==> config.mk <==
export PLATFORM = sky130hd
export DESIGN_NAME = nibbler_sequencer
export DESIGN_NICKNAME = d
export VERILOG_FILES = /design/src/rtl/nibbler_pkg.sv /design/src/rtl/nibbler_decode.sv /design/src/rtl/nibbler_sequencer.sv
export SDC_FILE = /design/constraint.sdc
export NUM_CORES = 1
export LEC_CHECK = 0
export CAP_MARGIN = 10
export CORE_MARGIN = 2
export CORE_UTILIZATION = 45
export DETAILED_ROUTE_END_ITERATION = 7
export PLACE_DENSITY_LB_ADDON = 0.2
export SYNTH_ARGS = -nofsm -noshare
export SYNTH_HDL_FRONTEND = slang
export SYNTH_HIERARCHICAL = 1
export SYNTH_SLANG_ARGS = --single-unit
export TNS_END_PERCENT = 50
==> constraint.sdc <==
create_clock -name clk -period 2.6 [get_ports clk]
set_input_delay 0.39 -clock clk [delete_from_list [all_inputs] [get_ports clk]]
set_output_delay 0.39 -clock clk [all_outputs]
set_load 0.005 [all_outputs]
==> src/rtl/nibbler_pkg.sv <==
// Shared definitions for the Nibbler sequencer: opcodes, FSM encoding,
// ALU operation codes and the decoded control word.
package nibbler_pkg;

  typedef enum logic [3:0] {
    OP_JC   = 4'h0,
    OP_JNC  = 4'h1,
    OP_CMPI = 4'h2,
    OP_CMPM = 4'h3,
    OP_LIT  = 4'h4,
    OP_IN   = 4'h5,
    OP_LD   = 4'h6,
    OP_ST   = 4'h7,
    OP_JZ   = 4'h8,
    OP_JNZ  = 4'h9,
    OP_ADDI = 4'hA,
    OP_ADDM = 4'hB,
    OP_JMP  = 4'hC,
    OP_OUT  = 4'hD,
    OP_NORI = 4'hE,
    OP_NORM = 4'hF
  } opcode_e;

  typedef logic [1:0] state_t;

  localparam state_t ST_FETCH = 2'd0;
  localparam state_t ST_ADDR  = 2'd1;
  localparam state_t ST_EXEC  = 2'd2;
  localparam state_t ST_HALT  = 2'd3;

  localparam logic [1:0] ALU_PASS = 2'd0;
  localparam logic [1:0] ALU_ADD  = 2'd1;
  localparam logic [1:0] ALU_NOR  = 2'd2;
  localparam logic [1:0] ALU_CMP  = 2'd3;

  typedef struct packed {
    logic       load_accu;
    logic       load_flags;
    logic [1:0] alu_op;
    logic       alu_src_mem;
    logic       ram_cs;
    logic       ram_we;
    logic [2:0] in_sel;
    logic [2:0] out_we;
    logic       jump;
  } ctrl_t;

  // Long ops carry a second ROM byte holding the low address bits.
  function automatic logic is_long_op(input logic [3:0] op);
    case (op)
      OP_JC, OP_JNC, OP_JZ, OP_JNZ, OP_JMP,
      OP_CMPM, OP_LD, OP_ST, OP_ADDM, OP_NORM: return 1'b1;
      default:                                  return 1'b0;
    endcase
  endfunction

  // Port 3 is unpopulated, so it maps to no strobe at all.
  function automatic logic [2:0] port_onehot(input logic [1:0] port);
    case (port)
      2'd0:    return 3'b001;
      2'd1:    return 3'b010;
      2'd2:    return 3'b100;
      default: return 3'b000;
    endcase
  endfunction

endpackage

==> src/rtl/nibbler_decode.sv <==
// Combinational opcode + flag decoder producing the datapath control word.
// The sequencer qualifies the result with the EXEC state.
module nibbler_decode
  import nibbler_pkg::*;
(
  input  logic [3:0] opcode,
  input  logic [1:0] port_sel,
  input  logic       c_flag,
  input  logic       z_flag,
  output ctrl_t      ctrl
);

  always_comb begin
    // NOTE: every field gets a default first so no path leaves a latch behind.
    ctrl        = '0;
    ctrl.alu_op = ALU_PASS;
    case (opcode_e'(opcode))
      OP_JC:  ctrl.jump = c_flag;
      OP_JNC: ctrl.jump = ~c_flag;
      OP_JZ:  ctrl.jump = z_flag;
      OP_JNZ: ctrl.jump = ~z_flag;
      OP_JMP: ctrl.jump = 1'b1;
      OP_LIT: ctrl.load_accu = 1'b1;
      OP_ADDI, OP_ADDM: begin
        ctrl.load_accu  = 1'b1;
        ctrl.load_flags = 1'b1;
        ctrl.alu_op     = ALU_ADD;
      end
      OP_NORI, OP_NORM: begin
        ctrl.load_accu  = 1'b1;
        ctrl.load_flags = 1'b1;
        ctrl.alu_op     = ALU_NOR;
      end
      OP_CMPI, OP_CMPM: begin
        ctrl.load_flags = 1'b1;
        ctrl.alu_op     = ALU_CMP;
      end
      OP_LD: ctrl.load_accu = 1'b1;
      OP_ST: ctrl.ram_we = 1'b1;
      OP_IN: begin
        ctrl.load_accu = 1'b1;
        ctrl.in_sel    = port_onehot(port_sel);
      end
      OP_OUT: ctrl.out_we = port_onehot(port_sel);
      default: ;
    endcase

    // Memory-operand ops share the RAM select and B-operand source.
    case (opcode_e'(opcode))
      OP_ADDM, OP_NORM, OP_CMPM, OP_LD: begin
        ctrl.alu_src_mem = 1'b1;
        ctrl.ram_cs      = 1'b1;
      end
      OP_ST:   ctrl.ram_cs = 1'b1;
      default: ;
    endcase
  end

endmodule

==> src/rtl/nibbler_sequencer.sv <==
// Fetch/decode/execute control unit for the 4-bit Nibbler core, with
// run/halt/single-step debug control.
module nibbler_sequencer
  import nibbler_pkg::*;
#(
  parameter int              PC_W          = 12,
  parameter logic [PC_W-1:0] RESET_PC      = '0,
  parameter bit              START_RUNNING = 1'b1
) (
  input  logic            clk,
  input  logic            reset,
  input  logic [7:0]      program_byte,
  input  logic            c_flag,
  input  logic            z_flag,
  input  logic            run,
  input  logic            step,
  output logic [PC_W-1:0] pc,
  output logic            phase,
  output logic [3:0]      instr,
  output logic [3:0]      operand,
  output logic [PC_W-1:0] ram_addr,
  output logic            load_accu,
  output logic            load_flags,
  output logic [1:0]      alu_op,
  output logic            alu_src_mem,
  output logic            ram_cs,
  output logic            ram_we,
  output logic [2:0]      in_sel,
  output logic [2:0]      out_we,
  output logic            halted
);

  state_t          state;
  logic [7:0]      addr_lo;
  logic            step_credit;
  logic            step_armed;
  logic [PC_W-1:0] pc_inc;
  logic [PC_W-1:0] target;
  ctrl_t           dec_ctrl;
  ctrl_t           exec_ctrl;
  logic            in_exec;

  assign pc_inc  = pc + PC_W'(1);
  assign target  = PC_W'({operand, addr_lo});
  assign in_exec = (state == ST_EXEC);

  nibbler_decode u_decode (
    .opcode   (instr),
    .port_sel (operand[1:0]),
    .c_flag   (c_flag),
    .z_flag   (z_flag),
    .ctrl     (dec_ctrl)
  );

  always_ff @(posedge clk or posedge reset) begin
    if (reset) begin
      state       <= START_RUNNING ? ST_FETCH : ST_HALT;
      pc          <= RESET_PC;
      instr       <= '0;
      operand     <= '0;
      addr_lo     <= '0;
      step_credit <= 1'b0;
      step_armed  <= 1'b1;
    end else begin
      // NOTE: non-blocking throughout, so every branch sees start-of-cycle state.
      if (!step) step_armed <= 1'b1;

      case (state)
        ST_FETCH: begin
          if (!run && !step_credit) begin
            state <= ST_HALT;
          end else begin
            instr       <= program_byte[7:4];
            operand     <= program_byte[3:0];
            pc          <= pc_inc;
            step_credit <= 1'b0;
            state       <= is_long_op(program_byte[7:4]) ? ST_ADDR : ST_EXEC;
          end
        end
        ST_ADDR: begin
          addr_lo <= program_byte;
          pc      <= pc_inc;
          state   <= ST_EXEC;
        end
        ST_EXEC: begin
          if (dec_ctrl.jump) pc <= target;
          state <= ST_FETCH;
        end
        ST_HALT: begin
          // A held step button only counts once; it must be released to re-arm.
          if (step && step_armed) begin
            step_credit <= 1'b1;
            step_armed  <= 1'b0;
            state       <= ST_FETCH;
          end else if (run) begin
            state <= ST_FETCH;
          end
        end
        default: state <= ST_HALT;
      endcase
    end
  end

  // Gating is combinational on state, so an async reset drops every strobe at once.
  assign exec_ctrl = in_exec ? dec_ctrl : '0;

  assign load_accu   = exec_ctrl.load_accu;
  assign load_flags  = exec_ctrl.load_flags;
  assign alu_op      = exec_ctrl.alu_op;
  assign alu_src_mem = exec_ctrl.alu_src_mem;
  assign ram_cs      = exec_ctrl.ram_cs;
  assign ram_we      = exec_ctrl.ram_we;
  assign in_sel      = exec_ctrl.in_sel;
  assign out_we      = exec_ctrl.out_we;

  // During ADDR the low byte is still on the ROM bus; forwarding it keeps
  // ram_addr steady from ADDR into EXEC.
  assign ram_addr = (state == ST_ADDR) ? PC_W'({operand, program_byte}) : target;

  assign phase  = in_exec;
  assign halted = (state == ST_HALT);

endmodule
==> results of run 1 <==
## flip-flops by register name (all words and copies together) (netlist names)
register,cells
addr_lo,8
instr,4
operand,4
pc,12
state,2
step_armed,1
step_credit,1
## how the worst min path moves through the flow
stage | from | end | slack (ns) | depth (start not counted)
final | step_armed | step_armed | 0.47 | 2
after global routing | step_armed | step_armed | 0.50 | 2
after CTS | step_armed | step_armed | 0.47 | 2
after detailed placement | step_armed | step_armed | 0.46 | 2
after global placement | step_armed | step_armed | 0.46 | 2
after floorplan | step | step_armed | 0.43 | 1
## layout by cell type (no fill, tap or decap), types with 2 or more instances in the layout
| cell | netlist | routed |
|---|---|---|
| mux2i_1 | 2 | 2 |
| nor2_2 | 2 | 2 |
| a2bb2oi_1 | 3 | 3 |
| clkinv_2 | 0 | 2 |
| dfrtp_1 | 31 | 31 |
| or3_1 | 2 | 2 |
| xnor2_1 | 2 | 2 |
| o21ai_0 | 15 | 15 |
| inv_2 | 2 | 2 |
| nor2_1 | 12 | 12 |
| clkbuf_8 | 0 | 6 |
| ha_1 | 2 | 2 |
| nor2b_1 | 3 | 3 |
| buf_4 | 8 | 3 |
| nand2b_1 | 4 | 4 |
| and3_1 | 4 | 4 |
| o22ai_1 | 4 | 4 |
| a32oi_1 | 2 | 2 |
| clkdlybuf4s50_1 | 0 | 60 |
| nand3_1 | 3 | 3 |
| nor3_1 | 2 | 2 |
| nand2_1 | 22 | 22 |
| and2_1 | 17 | 17 |
| inv_1 | 4 | 4 |
| a21oi_1 | 14 | 14 |
| nand4_1 | 2 | 2 |
| a31oi_1 | 4 | 4 |
| mux2_2 | 15 | 15 |
## per-layer routing
layer  global-route usage  vias to the layer above  part of all wire
met5                    0                        -                 0
met4              0.06972                        0             0.012
met3              0.05702                        6             0.045
met2               0.3088                       51              0.47
met1               0.2619                      806              0.47
li1                     -                      822                 -
## critical path, stage by stage (launching register included)
cell	delay, ns
dfrtp_1	0.50
inv_2	0.09
or4b_4	0.54
nor2_2	0.08
and2_1	0.12
clkdlybuf4s50_1	0.49
## power groups by stage
stage | clock network [mW] | logic (mW) | registers [mW]
global placement | 0 | 1.81 | 1.09
detailed placement | 0 | 1.85 | 1.10
global route | 0.431 | 2.02 | 1.14
floorplan | 0 | 1.17 | 0.980
finish | 0.396 | 1.85 | 1.09
CTS | 0.410 | 1.86 | 1.09
## final cells by class
type	count	share of cell area
Clock inverter	2	0.003885
Timing Repair Buffer	63	0.2419
Sequential cell	32	0.3113
Tap cell	50	0.02428
Clock buffer	6	0.03205
Inverter	6	0.008742
Multi-Input combinational cell	149	0.3779
## logic make-up after synthesis
logic type / count (synthesis) / share of synthesized area
AO/OA/AOI/OAI: 49 / 0.1634
XOR/XNOR: 2 / 0.009188
adder cells (fa/ha/maj): 2 / 0.01312
buffers and inverters: 23 / 0.06890
flip-flops: 32 / 0.4206
multiplexers: 17 / 0.09908
AND/OR/NAND/NOR: 79 / 0.2257
==> qor.csv, run 1 <==
metric,value,unit
switchingPower,1.314,mW
clkSinkCount,32,
synth_edf_count,0,
worstSetupPathType,flip-flop to output port,
syn_area,1907,um2
synth-async-reset-ratio,1.000,
fin_area,2576,um2
worst_r2r_endpoint,pc[0],
grt_pass1_wl,7.527,mm
seq_area,802.0,um2
total_power,3.337,mW
crit_path_end,in_sel[2],
cts.clk_slew.worst_paths,0.07,ns
final_hold_viol_count,0,
ios,61,
num_vias,1685,
p_per_area,1295,nW/um2
numCtsBuffers,5,
avgSynthCellArea,9.347,um2
yosys_register_bits,32,
netlist_instances,204,
clk_latency,0.28,ns
nNetsFinal,273,
drive_gt1_frac,0.1473,
cts_buffer_depth,2,
fmax,401.8,MHz
placed_cell_area,2484,um2
arrival,2.10,ns
htree_num_levels,2,
hp-class,flip-flop to flip-flop,
stdcell_count,308,
synth_top_area_frac,0.4068,
period_share,0.9572,
rr_startpoint,instr[2],
post-cts-setup-buffer-count,0,
skew,0.004796,ns
synthFlopType,dfrtp_1,
antenna_found_initial,0,
tns,0,ns
nFillCells,352,
period_minus_slack,2.489,ns
area_growth,35.10,%
wl,4.588,mm
worst_pin_slew,0.5340,ns
grt_start_max_net_pins,33,
first_pass_iters,4,
post_synth_num_cell_types,42,
grt_setup_unrepaired,no,
whs,0.4669,ns
die_h,69.10,um
ys_top_cells_by_count,"dfrtp_1 (31), nand2_1 (22), and2_1 (17)",
tritoncts,yes,
diodes,0,
outcome,"complete, no violations",
cp_max_fo,7,
drc,0,
overflow,0,
numPortBuffers,60,
start_util,0.4733,
wl_per_cell,14.90,um
power.internal,2.023,mW
die_x,69.10,um
core,4029,um2
clock-root-buffer,clkbuf_8,
start_kind,flip-flop,
share_comb_of_total_power,0.553,
setup-violations-final,0,
ff2ff_setup_slack,0.54,ns
yosysSeqAreaShare,0.4206,
p_seq_frac,0.328,
drt_iter0_drc,145,
max_slew_margin,0.6419,
place_inst,300,
grt_pass1_vias,1566,
end_kind,output port,
rows,23,
place_ws,0.3459,ns
multiInputGateArea,973.4,um2
p_leak,1.063,nW
cts-resized-gates,0,
worstPathRequired,2.21,ns
swShare,0.3937,
pwr-share-clk,0.119,
ys_top_cells_by_area,"dfrtp_1 (41%), mux2_2 (8.9%), and2_1 (5.6%), nand2_1 (4.3%), o21ai_0 (3.9%)",
synth.net_count,220,
ir_drop,0.7305,mV
setup_ws,0.1114,ns
cts_hold_buf,0,
maxSlewViolCount,0,
yosysMostFrequentCell,dfrtp_1,
drt-vias-per-instance,5.471,
drtAntennaViolNets,0,
fin_util,0.6394,
dieArea,4774,um2
critPathLaunch,instr[0],
grt_usage,0.1977,
yosysTopAreaCell,dfrtp_1,
reg2reg_depth,6,
globalplace.congestion,0.7743,
yosysWarnings,6,
drv_cap,0,
hpwlAfterDp,3.278,mm
Power figures use the tool's default switching activity.
==> inputs of run 2 (changes only) <==
PLACE_DENSITY_LB_ADDON = 0.05   (was 0.2)
==> qor.csv, run 2 (same netlist as run 1, synthesis figures left out) <==
metric,value,unit,change
outcome,"complete, no violations",,unchanged
clkSinkCount,32,,unchanged
hp-class,flip-flop to flip-flop,,unchanged
grt_pass1_wl,7.410,mm,was 7.527 mm
dieArea,4774,um2,unchanged
p_leak,1.072,nW,was 1.063 nW
ir_drop,0.7648,mV,was 0.7305 mV
numPortBuffers,60,,unchanged
antenna_found_initial,0,,unchanged
cts-resized-gates,0,,unchanged
drc,0,,unchanged
final_common_cell,clkdlybuf4s50_1,,unchanged
arrival,2.09,ns,was 2.10 ns
period_share,0.9534,,was 0.9572
skew,0.005801,ns,was 0.004796 ns
total_power,3.323,mW,was 3.337 mW
worstSetupPathType,flip-flop to output port,,unchanged
hpwlAfterDp,3.149,mm,was 3.278 mm
globalplace.congestion,0.8043,,was 0.7743
num_vias,1640,,was 1685
maxSlewViolCount,0,,unchanged
end_kind,output port,,unchanged
rows,23,,unchanged
worst_pin_slew,0.5138,ns,was 0.5340 ns
final_cell_mix,"clkdlybuf4s50_1 (60), dfrtp_1 (31), nand2_1 (22)",,unchanged
nNetsFinal,275,,was 273
first_pass_iters,4,,unchanged
reg_top3,"pc: 12 flops, addr_lo: 8 flops",,unchanged
worstPathRequired,2.21,ns,about the same
drtAntennaViolNets,0,,unchanged
hp-start,step_armed,,unchanged
cp_max_fo,7,,unchanged
clock-root-buffer,clkbuf_8,,unchanged
fmax,403.4,MHz,was 401.8 MHz
die_h,69.10,um,unchanged
drv_cap,0,,unchanged
period_minus_slack,2.479,ns,was 2.489 ns
ios,61,,unchanged
start_util,0.4733,,unchanged
numCtsBuffers,5,,unchanged
drt-vias-per-instance,5.290,,was 5.471
cts_buffer_depth,2,,unchanged
regMostFlops,pc,,unchanged
grt_usage,0.1925,,was 0.1977
start_kind,flip-flop,,unchanged
critPathLaunch,instr[0],,unchanged
tns,0,ns,unchanged
rr_startpoint,instr[2],,unchanged
clk_latency,0.29,ns,was 0.28 ns
cts.clk_slew.worst_paths,0.07,ns,about the same
grt_setup_unrepaired,no,,unchanged
max_slew_margin,0.6555,,was 0.6419
post-cts-setup-buffer-count,0,,unchanged
p_per_area,1282,nW/um2,was 1295 nW/um2
grt_start_max_net_pins,33,,unchanged
grt_pass1_vias,1454,,was 1566
drive_gt1_frac,0.1538,,was 0.1473
die_x,69.10,um,unchanged
multiInputGateArea,973.4,um2,unchanged
wl_per_cell,13.83,um,was 14.90 um
core,4029,um2,unchanged
htree_num_levels,2,,unchanged
largest_reg_flops,12,,unchanged
wl,4.288,mm,was 4.588 mm
nFillCells,354,,was 352
diodes,0,,unchanged
drt_iter0_drc,116,,was 145
seq_area,802.0,um2,unchanged
overflow,0,,unchanged
area_growth,35.89,%,was 35.10%
final_hold_viol_count,0,,unchanged
setup-violations-final,0,,unchanged
cts_hold_buf,0,,unchanged
tritoncts,yes,,unchanged
[run 2: area by class of cell]
type / count / share of cell area
multi-input combinational: 149 / 0.3757
sequential: 32 / 0.3095
timing repair buffer: 65 / 0.2463
clock buffer: 6 / 0.03187
tap: 50 / 0.02414
inverter: 6 / 0.008691
clock inverter: 2 / 0.003863
[run 2: through the flow]
stage | worst slack, ns | area, um2 | hold WS (ns) | instances | util
final | 0.1212 | 2591 | 0.4678 | 310 | 0.6432
after global routing | 0.002918 | 2591 | 0.5058 | 310 | 0.6432
after CTS | 0.1049 | 2591 | 0.4708 | 310 | 0.6432
after detailed placement | 0.3338 | 2499 | 0.4588 | 302 | 0.6202
after global placement | 0.3431 | 2499 | 0.4567 | 302 | 0.6202
after floorplan | 0.8615 | 1907 | 0.4293 | 204 | -
[run 2: path summary, 6_finish.rpt]
check,to,slack (ns),cells after the start
max,out_we[2],0.12,5
min,step_armed,0.47,2
max reg2reg,pc[0],0.57,6
min reg2reg,step_armed,0.47,2
max in group asynchronous,step_armed,1.78,3
min in group asynchronous,state[0],0.50,3
[run 2: critical path: stages (launching register included)]
cell and delay [ns]:
dfrtp_1 0.49, inv_2 0.09, or4b_4 0.54, nor2_2 0.08
and2_1 0.12, clkdlybuf4s50_1 0.49
[run 2: power by group]
part | internal [mW] | switching [mW]
sequential | 0.756 | 0.320
clock | 0.211 | 0.189
combinational | 1.08 | 0.772
total | 2.04 | 1.28
[run 2: metal layers]
| metal | vias up | part of all wire | global-route usage |
|---|---|---|---|
| met3 | 5 | 0.053 | 0.05263 |
| met5 | - | 0 | 0 |
| met2 | 44 | 0.45 | 0.2810 |
| met1 | 765 | 0.49 | 0.2784 |
| li1 | 826 | - | - |
| met4 | 0 | 0.012 | 0.05882 |
==> inputs of run 3 (changes only) <==
GPL_TIMING_DRIVEN = 0   (was not set)
==> qor.csv, run 3 (same netlist as run 1, synthesis figures left out) <==
metric,value,unit,change
rows,23,,unchanged
total_power,3.631,mW,was 3.323 mW
grt_pass1_vias,1603,,was 1454
multiInputGateArea,973.4,um2,unchanged
ff2ff_setup_slack,0.52,ns,was 0.57 ns
drtAntennaViolNets,0,,unchanged
cp.depth,5,,unchanged
cts_hold_buf,0,,unchanged
arrival,2.12,ns,was 2.09 ns
fin_util,0.6761,,was 0.6432
grt_usage,0.2080,,was 0.1925
cts.clk_slew.worst_paths,0.06,ns,was 0.07 ns
max_slew_margin,0.5349,,was 0.6555
cts-resized-gates,0,,unchanged
start_kind,flip-flop,,unchanged
p_leak,1.146,nW,was 1.072 nW
start_util,0.4733,,unchanged
post-cts-setup-buffer-count,0,,unchanged
cts_buffer_depth,2,,unchanged
diodes,0,,unchanged
whs,0.4675,ns,was 0.4678 ns
place_ws,0.2907,ns,was 0.3338 ns
final_cell_mix,"clkdlybuf4s50_1 (60), dfrtp_1 (31), nand2_1 (22)",,unchanged
fmax,398.7,MHz,was 403.4 MHz
worst_r2r_endpoint,pc[0],,unchanged
nNetsFinal,288,,was 275
clock-root-buffer,clkbuf_8,,unchanged
antenna_found_initial,0,,unchanged
largest_reg_flops,12,,unchanged
regMostFlops,pc,,unchanged
crit_path_end,out_we[2],,unchanged
drive_gt1_frac,0.1868,,was 0.1538
stdcell_count,323,,was 310
grt_pass1_wl,7.866,mm,was 7.410 mm
clkSinkCount,32,,unchanged
period_minus_slack,2.508,ns,was 2.479 ns
drc,0,,unchanged
drt-vias-per-instance,5.365,,was 5.290
globalplace.congestion,0.8699,,was 0.8043
hpwlAfterDp,3.560,mm,was 3.149 mm
num_vias,1733,,was 1640
final_hold_viol_count,0,,unchanged
clk_latency,0.29,ns,about the same
maxSlewViolCount,0,,unchanged
grt_setup_unrepaired,no,,unchanged
wl_per_cell,14.71,um,was 13.83 um
worstSetupPathType,flip-flop to output port,,unchanged
worstPathRequired,2.21,ns,about the same
cpMaxStageDelayCell,or4b_4,,unchanged
placed_cell_area,2597,um2,was 2499 um2
numCtsBuffers,5,,unchanged
area_growth,42.85,%,was 35.89%
period_share,0.9647,,was 0.9534
ios,61,,unchanged
outcome,"complete, no violations",,unchanged
first_pass_iters,4,,unchanged
nFillCells,360,,was 354
cp_max_fo,10,,was 7
seq_area,802.0,um2,unchanged
htree_num_levels,2,,unchanged
critPathLaunch,instr[1],,was instr[0]
skew,0.007298,ns,was 0.005801 ns
worst_pin_slew,0.6969,ns,was 0.5138 ns
drv_cap,0,,unchanged
reg_top3,"pc: 12 flops, addr_lo: 8 flops",,unchanged
cpLargestDelayFamily,simple AND/OR/NAND/NOR gates,,unchanged
numPortBuffers,60,,unchanged
die_h,69.10,um,unchanged
final_common_cell,clkdlybuf4s50_1,,unchanged
wl,4.750,mm,was 4.288 mm
place_inst,315,,was 302
crit_chain,buf_2 > or4b_4 > nor2_2 > and2_1 > clkdlybuf4s50_1,,was inv_2 > or4b_4 > nor2_2 > and2_1 > clkdlybuf4s50_1
die_x,69.10,um,unchanged
drt_iter0_drc,199,,was 116
hp-class,flip-flop to flip-flop,,unchanged
reg2reg_depth,7,,was 6
rr_startpoint,instr[2],,unchanged
tritoncts,yes,,unchanged
overflow,0,,unchanged
grt_start_max_net_pins,18,,was 33
worst-path-buf-inv,2,,unchanged
ir_drop,0.6436,mV,was 0.7648 mV
core,4029,um2,unchanged
dieArea,4774,um2,unchanged
fin_area,2724,um2,was 2591 um2
p_per_area,1333,nW/um2,was 1282 nW/um2
setup-violations-final,0,,unchanged
tns,0,ns,unchanged
max_stage_delay,0.56,ns,was 0.54 ns
setup_ws,0.09190,ns,was 0.1212 ns
end_kind,output port,,unchanged
[run 3: where the power goes]
part	total (mW)	internal, mW	switching, mW
registers	1.04	0.756	0.286
logic	2.07	1.18	0.888
clock network	0.521	0.338	0.183
total	3.63	2.27	1.36
[run 3: worst min-delay path by stage]
stage                     from  cells after the start         end  slack [ns]
floorplan                 step                      1  step_armed        0.43
global route        step_armed                      2  step_armed        0.51
finish              step_armed                      2  step_armed        0.47
CTS                 step_armed                      2  step_armed        0.47
detailed placement  step_armed                      2  step_armed        0.46
global placement    step_armed                      2  step_armed        0.46
[run 3: area by class of cell]
type	count	area share
Buffer	17	0.03996
Clock buffer	7	0.03537
Clock inverter	1	0.01102
Inverter	6	0.008268
Multi-Input combinational cell	149	0.3574
Sequential cell	32	0.2944
Tap cell	50	0.02297
Timing Repair Buffer	61	0.2306
[run 3: worst min-delay path, cell delays in order, from the launching register on]
cell	delay [ns]
dfstp_2	0.37
nand2_1	0.05
nand2_1	0.04
[run 3: routing by layer]
metal,wire length [um],GRT usage,vias to the layer above
met5,0,0,-
met4,58,0.07190,0
met3,269,0.04240,7
met2,2294,0.3376,58
met1,2128,0.2761,814
li1,-,-,854
